## src/rtl/irq_pkg.sv

```systemverilog
// rtl/irq_pkg.sv - shared constants and trigger-mode encodings for the interrupt front-end
package irq_pkg;
  localparam int N_CH  = 8;
  localparam int IDX_W = 3;

  typedef enum logic {
    TRIG_LEVEL = 1'b0,
    TRIG_EDGE  = 1'b1
  } trig_mode_e;

  localparam logic [N_CH-1:0] EDGE_SEL_DEFAULT = 8'hFF;
endpackage

```

## src/rtl/irq_sync_edge.sv

```systemverilog
// rtl/irq_sync_edge.sv - one channel: synchroniser chain, history flop and capture event
import irq_pkg::*;

module irq_sync_edge #(
  parameter int         SYNC_STAGES = 2,
  parameter trig_mode_e MODE        = TRIG_EDGE
) (
  input  logic clk,
  input  logic rst,
  input  logic line,
  output logic cap
);
  logic [SYNC_STAGES-1:0] sync;
  logic [SYNC_STAGES:0]   fill;
  logic                   hist;
  logic                   s;

  always_ff @(posedge clk or posedge rst) begin
    if (rst) begin
      sync <= '0;
      fill <= '0;
      hist <= 1'b0;
    end else begin
      sync <= {sync[SYNC_STAGES-2:0], line};
      fill <= {fill[SYNC_STAGES-1:0], 1'b1};
      hist <= sync[SYNC_STAGES-1];
    end
  end

  assign s = sync[SYNC_STAGES-1];

  // fill marks when hist holds a real sample, so a line already high at reset release is not an edge
  assign cap = (MODE == TRIG_EDGE) ? (s & ~hist & fill[SYNC_STAGES]) : s;
endmodule

```

## src/rtl/irq_request_capture.sv

```systemverilog
// rtl/irq_request_capture.sv - captures 8 async interrupt lines into pending, masks them for the encoder
import irq_pkg::*;

module irq_request_capture #(
  parameter int              SYNC_STAGES = 2,
  parameter logic [N_CH-1:0] EDGE_SEL    = EDGE_SEL_DEFAULT
) (
  input  logic              clk,
  input  logic              rst,
  input  logic [N_CH-1:0]   irq_in,
  input  logic [N_CH-1:0]   mask,
  input  logic              ack,
  input  logic [IDX_W-1:0]  ack_idx,
  input  logic [N_CH-1:0]   ovr_clr,
  output logic [N_CH-1:0]   req_out,
  output logic              irq,
  output logic [N_CH-1:0]   pending,
  output logic [N_CH-1:0]   overrun,
  output logic              ack_err
);
  logic [N_CH-1:0] cap;
  logic [N_CH-1:0] clr;
  logic [N_CH-1:0] cap_eff;
  logic [N_CH-1:0] ovr_set;
  logic [N_CH-1:0] pending_n;
  logic [N_CH-1:0] overrun_n;

  for (genvar i = 0; i < N_CH; i++) begin : g_ch
    irq_sync_edge #(
      .SYNC_STAGES(SYNC_STAGES),
      .MODE       (trig_mode_e'(EDGE_SEL[i]))
    ) u_sync (
      .clk (clk),
      .rst (rst),
      .line(irq_in[i]),
      .cap (cap[i])
    );
  end

  always_comb begin
    clr = '0;
    if (ack) clr[ack_idx] = pending[ack_idx];
    // a level line still high must show one idle cycle after its ack before re-pending
    cap_eff   = cap & ~(clr & ~EDGE_SEL);
    ovr_set   = cap & pending & ~clr & EDGE_SEL;
    pending_n = cap_eff | (pending & ~clr);
    overrun_n = ovr_set | (overrun & ~ovr_clr);
  end

  always_ff @(posedge clk or posedge rst) begin
    if (rst) begin
      pending <= '0;
      overrun <= '0;
      ack_err <= 1'b0;
    end else begin
      pending <= pending_n;
      overrun <= overrun_n;
      ack_err <= ack & ~pending[ack_idx];
    end
  end

  assign req_out = pending & ~mask;
  assign irq     = |req_out;
endmodule

```

## config.mk

```make
export PLATFORM = sky130hd
export DESIGN_NAME = irq_request_capture
export DESIGN_NICKNAME = d
export VERILOG_FILES = /design/src/rtl/irq_pkg.sv /design/src/rtl/irq_sync_edge.sv /design/src/rtl/irq_request_capture.sv
export SDC_FILE = /design/constraint.sdc
export NUM_CORES = 1
export LEC_CHECK = 0
export CAP_MARGIN = 40
export CORE_ASPECT_RATIO = 0.6
export CORE_MARGIN = 5
export CORE_UTILIZATION = 40
export CTS_BUF_LIST = sky130_fd_sc_hd__clkbuf_8
export CTS_CLUSTER_SIZE = 30
export DETAILED_ROUTE_END_ITERATION = 7
export DONT_BUFFER_PORTS = 1
export RECOVER_POWER = 100
export SLEW_MARGIN = 20
export SYNTH_ARGS = -nofsm -noshare
export SYNTH_HDL_FRONTEND = slang
export SYNTH_SLANG_ARGS = --single-unit
```

## constraint.sdc

```tcl
create_clock -name clk -period 2 [get_ports clk]
set_input_delay 0.4 -clock clk [delete_from_list [all_inputs] [get_ports clk]]
set_output_delay 0.4 -clock clk [all_outputs]
set_load 0.05 [all_outputs]
```

==> impl_metrics.csv <==
group,metric,value,unit
outcome,status,"complete, no violations",
final_layout,num-nets-final,165,
logic_synthesis,syn-num-nets,140,
timing,finalSetupViolations,0,
die,die_h,57.72,um
final_layout,fin_util,51.09,%
grt,antenna_found_initial,0,
place,post-place-cells,175,
final_layout,antenna_cells,0,
logic_synthesis,synth_top_cell_area_share,72.55,%
final_layout,fillerInstances,339,
die,start_util,41.48,%
logic_synthesis,syn_inst,110,
logic_synthesis,ys.flop_type,"dfrtp_1",
worst_setup_path,crit_chain,"buf_6 > nor2b_4 > nor4_2 > nand2_1 > buf_6",
logic_synthesis,ys_warn_count,0,
timing,clock_skew,0.005792,ns
grt,grt_overflow,0,
logic_synthesis,synthTopCellsByArea,"dfrtp_1 (73%), nand3b_1 (4.0%), nor2b_1 (3.3%)",
logic_synthesis,netlist_area,1518,um2
routing,drtPass1Iterations,4,
place,io_buffers,0,
final_layout,layout.cells.non_filler,183,
routing,via_per_inst,5.164,
power_and_ir_drop,ir_worst_vdd,0.4904,mV
logic_synthesis,syn_avg_cell_area,13.80,um2
grt,grt_pass1_wl,5106,um
worst_setup_path,start_kind,"register",
final_layout,stdcell_area,1869,um2
die,dieArea,5167,um2
grt,grt_pass1_vias,1033,
flow_run,drv_cap,0,
worst_setup_path,slowest_stage,"dfrtp_1",
worst_setup_path,r2r_cells,4,
logic_synthesis,ys_ff_latch,44,
routing,routed_wl,3238,um
clock_tree,root_buffer,"clkbuf_8",
routing,avgRoutedWirePerCell,17.69,um
worst_setup_path,cp_max_fo,3,
timing,finalMaxSlewViolations,0,
logic_synthesis,yosysUniqueCellTypes,16,
worst_setup_path,cp-end-kind,"output pin",
logic_synthesis,ys_seq_area_share,72.55,%
clock_tree,cts_buffers,5,
place,hpwl,2525,um
place,gp_congestion,0.7518,
timing,worst_slew_pin_slew,0.9117,ns
clock_tree,clk_pin_slew_worst_paths,0.08,ns
routing,route.detailed.drc,0,
worst_setup_path,max_stage_delay,0.40,ns
logic_synthesis,yosysTopAreaCell,"dfrtp_1",
power_and_ir_drop,power.density,1143,nW/um2
place,post-place-ws,0.1272,ns
routing,initialDrtViolationCount,32,
timing,period_share,95.33,%
timing,slew_headroom,39.15,%
die,die_w,89.52,um
final_layout,mostFrequentLayoutCells,"dfrtp_1 (44), nand2_1 (11), buf_4 (10), inv_1 (9)",
die,coreArea,3659,um2
clock_tree,cts_tree,"yes",
worst_setup_path,arrival,1.51,ns
timing,finalHoldViolations,0,
worst_setup_path,crit_required,1.60,ns
clock_tree,hold_buffers,0,
routing,ant_nets,0,
clock_tree,cts_max_level,2,
die,rows,17,
final_layout,area_growth,23.17,%
place,placed_cell_area,1772,um2
clock_tree,cts_sinks,44,
clock_tree,cts_buffer_depth,2,
timing,fmax,0.5245,GHz
grt,grt_max_degree,26,
final_layout,final_common_cell,"dfrtp_1",
final_layout,drive_above_1_share,26.47,%
final_layout,multiInputGateArea,449.2,um2
power_and_ir_drop,p_leak,0.0008600,uW
worst_setup_path,cpMostUsedCell,"buf_6",
routing,vias,945,
final_layout,area.sequential,1101,um2
logic_synthesis,synthArstFlopShare,100.0,%
clock_tree,cts_setup_buffers,0,
timing,setup_tns,0,ns
timing,rsz0062_at_grt,"no",
worst_hold_path,holdPathStages,0,
worst_hold_path,hold_path_class,"input pin to register",
grt,grt.total_usage,13.59,%
worst_setup_path,path_class,"register to output pin",
clock_tree,clk_latency,0.29,ns
timing,fin_ws,0.09349,ns
die,pin_count,56,
logic_synthesis,synth_edf_count,0,
timing,fin_crit,1.907,ns
## cell usage after synthesis, types with 2 or more instances
cell type / number
dfrtp_1: 44
nand2_1: 11
inv_1: 9
nand3b_1: 8
nor2b_1: 8
o22ai_1: 8
o31ai_1: 6
mux2i_1: 4
nand2b_1: 3
nor4_1: 2
o41ai_1: 2
## cell type report
cell class                      instances  area share, %
Inverter                                9          1.807
Clock inverter                          2         0.5355
Sequential cell                        44          58.90
Timing Repair Buffer                   20          7.162
Clock buffer                            6          4.418
Multi-Input combinational cell         55          24.03
Tap cell                               47          3.146
## worst max-delay path: cells and delay by family (launching register included)
family	cells	cell delay (ns)
buffers and inverters	2	0.33
DFF	1	0.40
and+or+nand+nor	3	0.49
## cells by family after synthesis
kind of cell / synth area share, %
flip-flops: 72.55
multiplexers: 4.122
AND/OR/NAND/NOR: 12.45
other: 0.2471
buffers and inverters: 3.215
AO/OA/AOI/OAI: 7.420
## flip-flops by register name, indices dropped and copies added, names as in the netlist
signal / cells
ack_err: 1
g_ch.u_sync.fill: 3
g_ch.u_sync.hist: 8
g_ch.u_sync.sync: 16
overrun: 8
pending: 8
## where the power goes
| part | internal, uW | switching [uW] | leakage (uW) |
|---|---|---|---|
| combinational | 165 | 338 | 0.000293 |
| sequential | 965 | 116 | 0.000516 |
| clock | 275 | 278 | 0.0000510 |
## per-stage QoR
stage          hold WS [ns]  total power, uW
5_1_grt              0.1004             2254
4_1_cts             0.02689             2167
3_3_place_gp         0.3317             1594
3_5_place_dp         0.3347             1603
2_1_floorplan        0.3312             1452
6_report             0.1284             2137
## per-layer routing
metal | vias up | routed length (um) | track usage (%)
li1 | 429 | - | -
met1 | 474 | 1373 | 17.14
met2 | 34 | 1491 | 20.15
met3 | 8 | 317 | 6.392
met4 | 0 | 55 | 5.732
met5 | - | 0 | 0
## final timing paths
| path | from | endpoint | slack (ns) |
|---|---|---|---|
| max | pending[2]$_DFF_PP0_ | irq | 0.09 |
| min | irq_in[6] | g_ch[6].u_sync.sync[0]$_DFF_PP0_ | 0.13 |
| max reg2reg | pending[6]$_DFF_PP0_ | overrun[6]$_DFF_PP0_ | 0.14 |
| min reg2reg | g_ch[7].u_sync.sync[0]$_DFF_PP0_ | g_ch[7].u_sync.sync[1]$_DFF_PP0_ | 0.35 |
| max in group asynchronous | rst | pending[4]$_DFF_PP0_ | 0.61 |
| min in group asynchronous | rst | g_ch[6].u_sync.hist$_DFF_PP0_ | 0.19 |
## repair_timing
| item | in CTS | in global routing |
|---|---|---|
| gates resized for setup | 1 | 4 |
| setup endpoints to repair | 1 | 1 |
| pin swaps | 0 | 0 |
(Power assumes the default switching activity.)
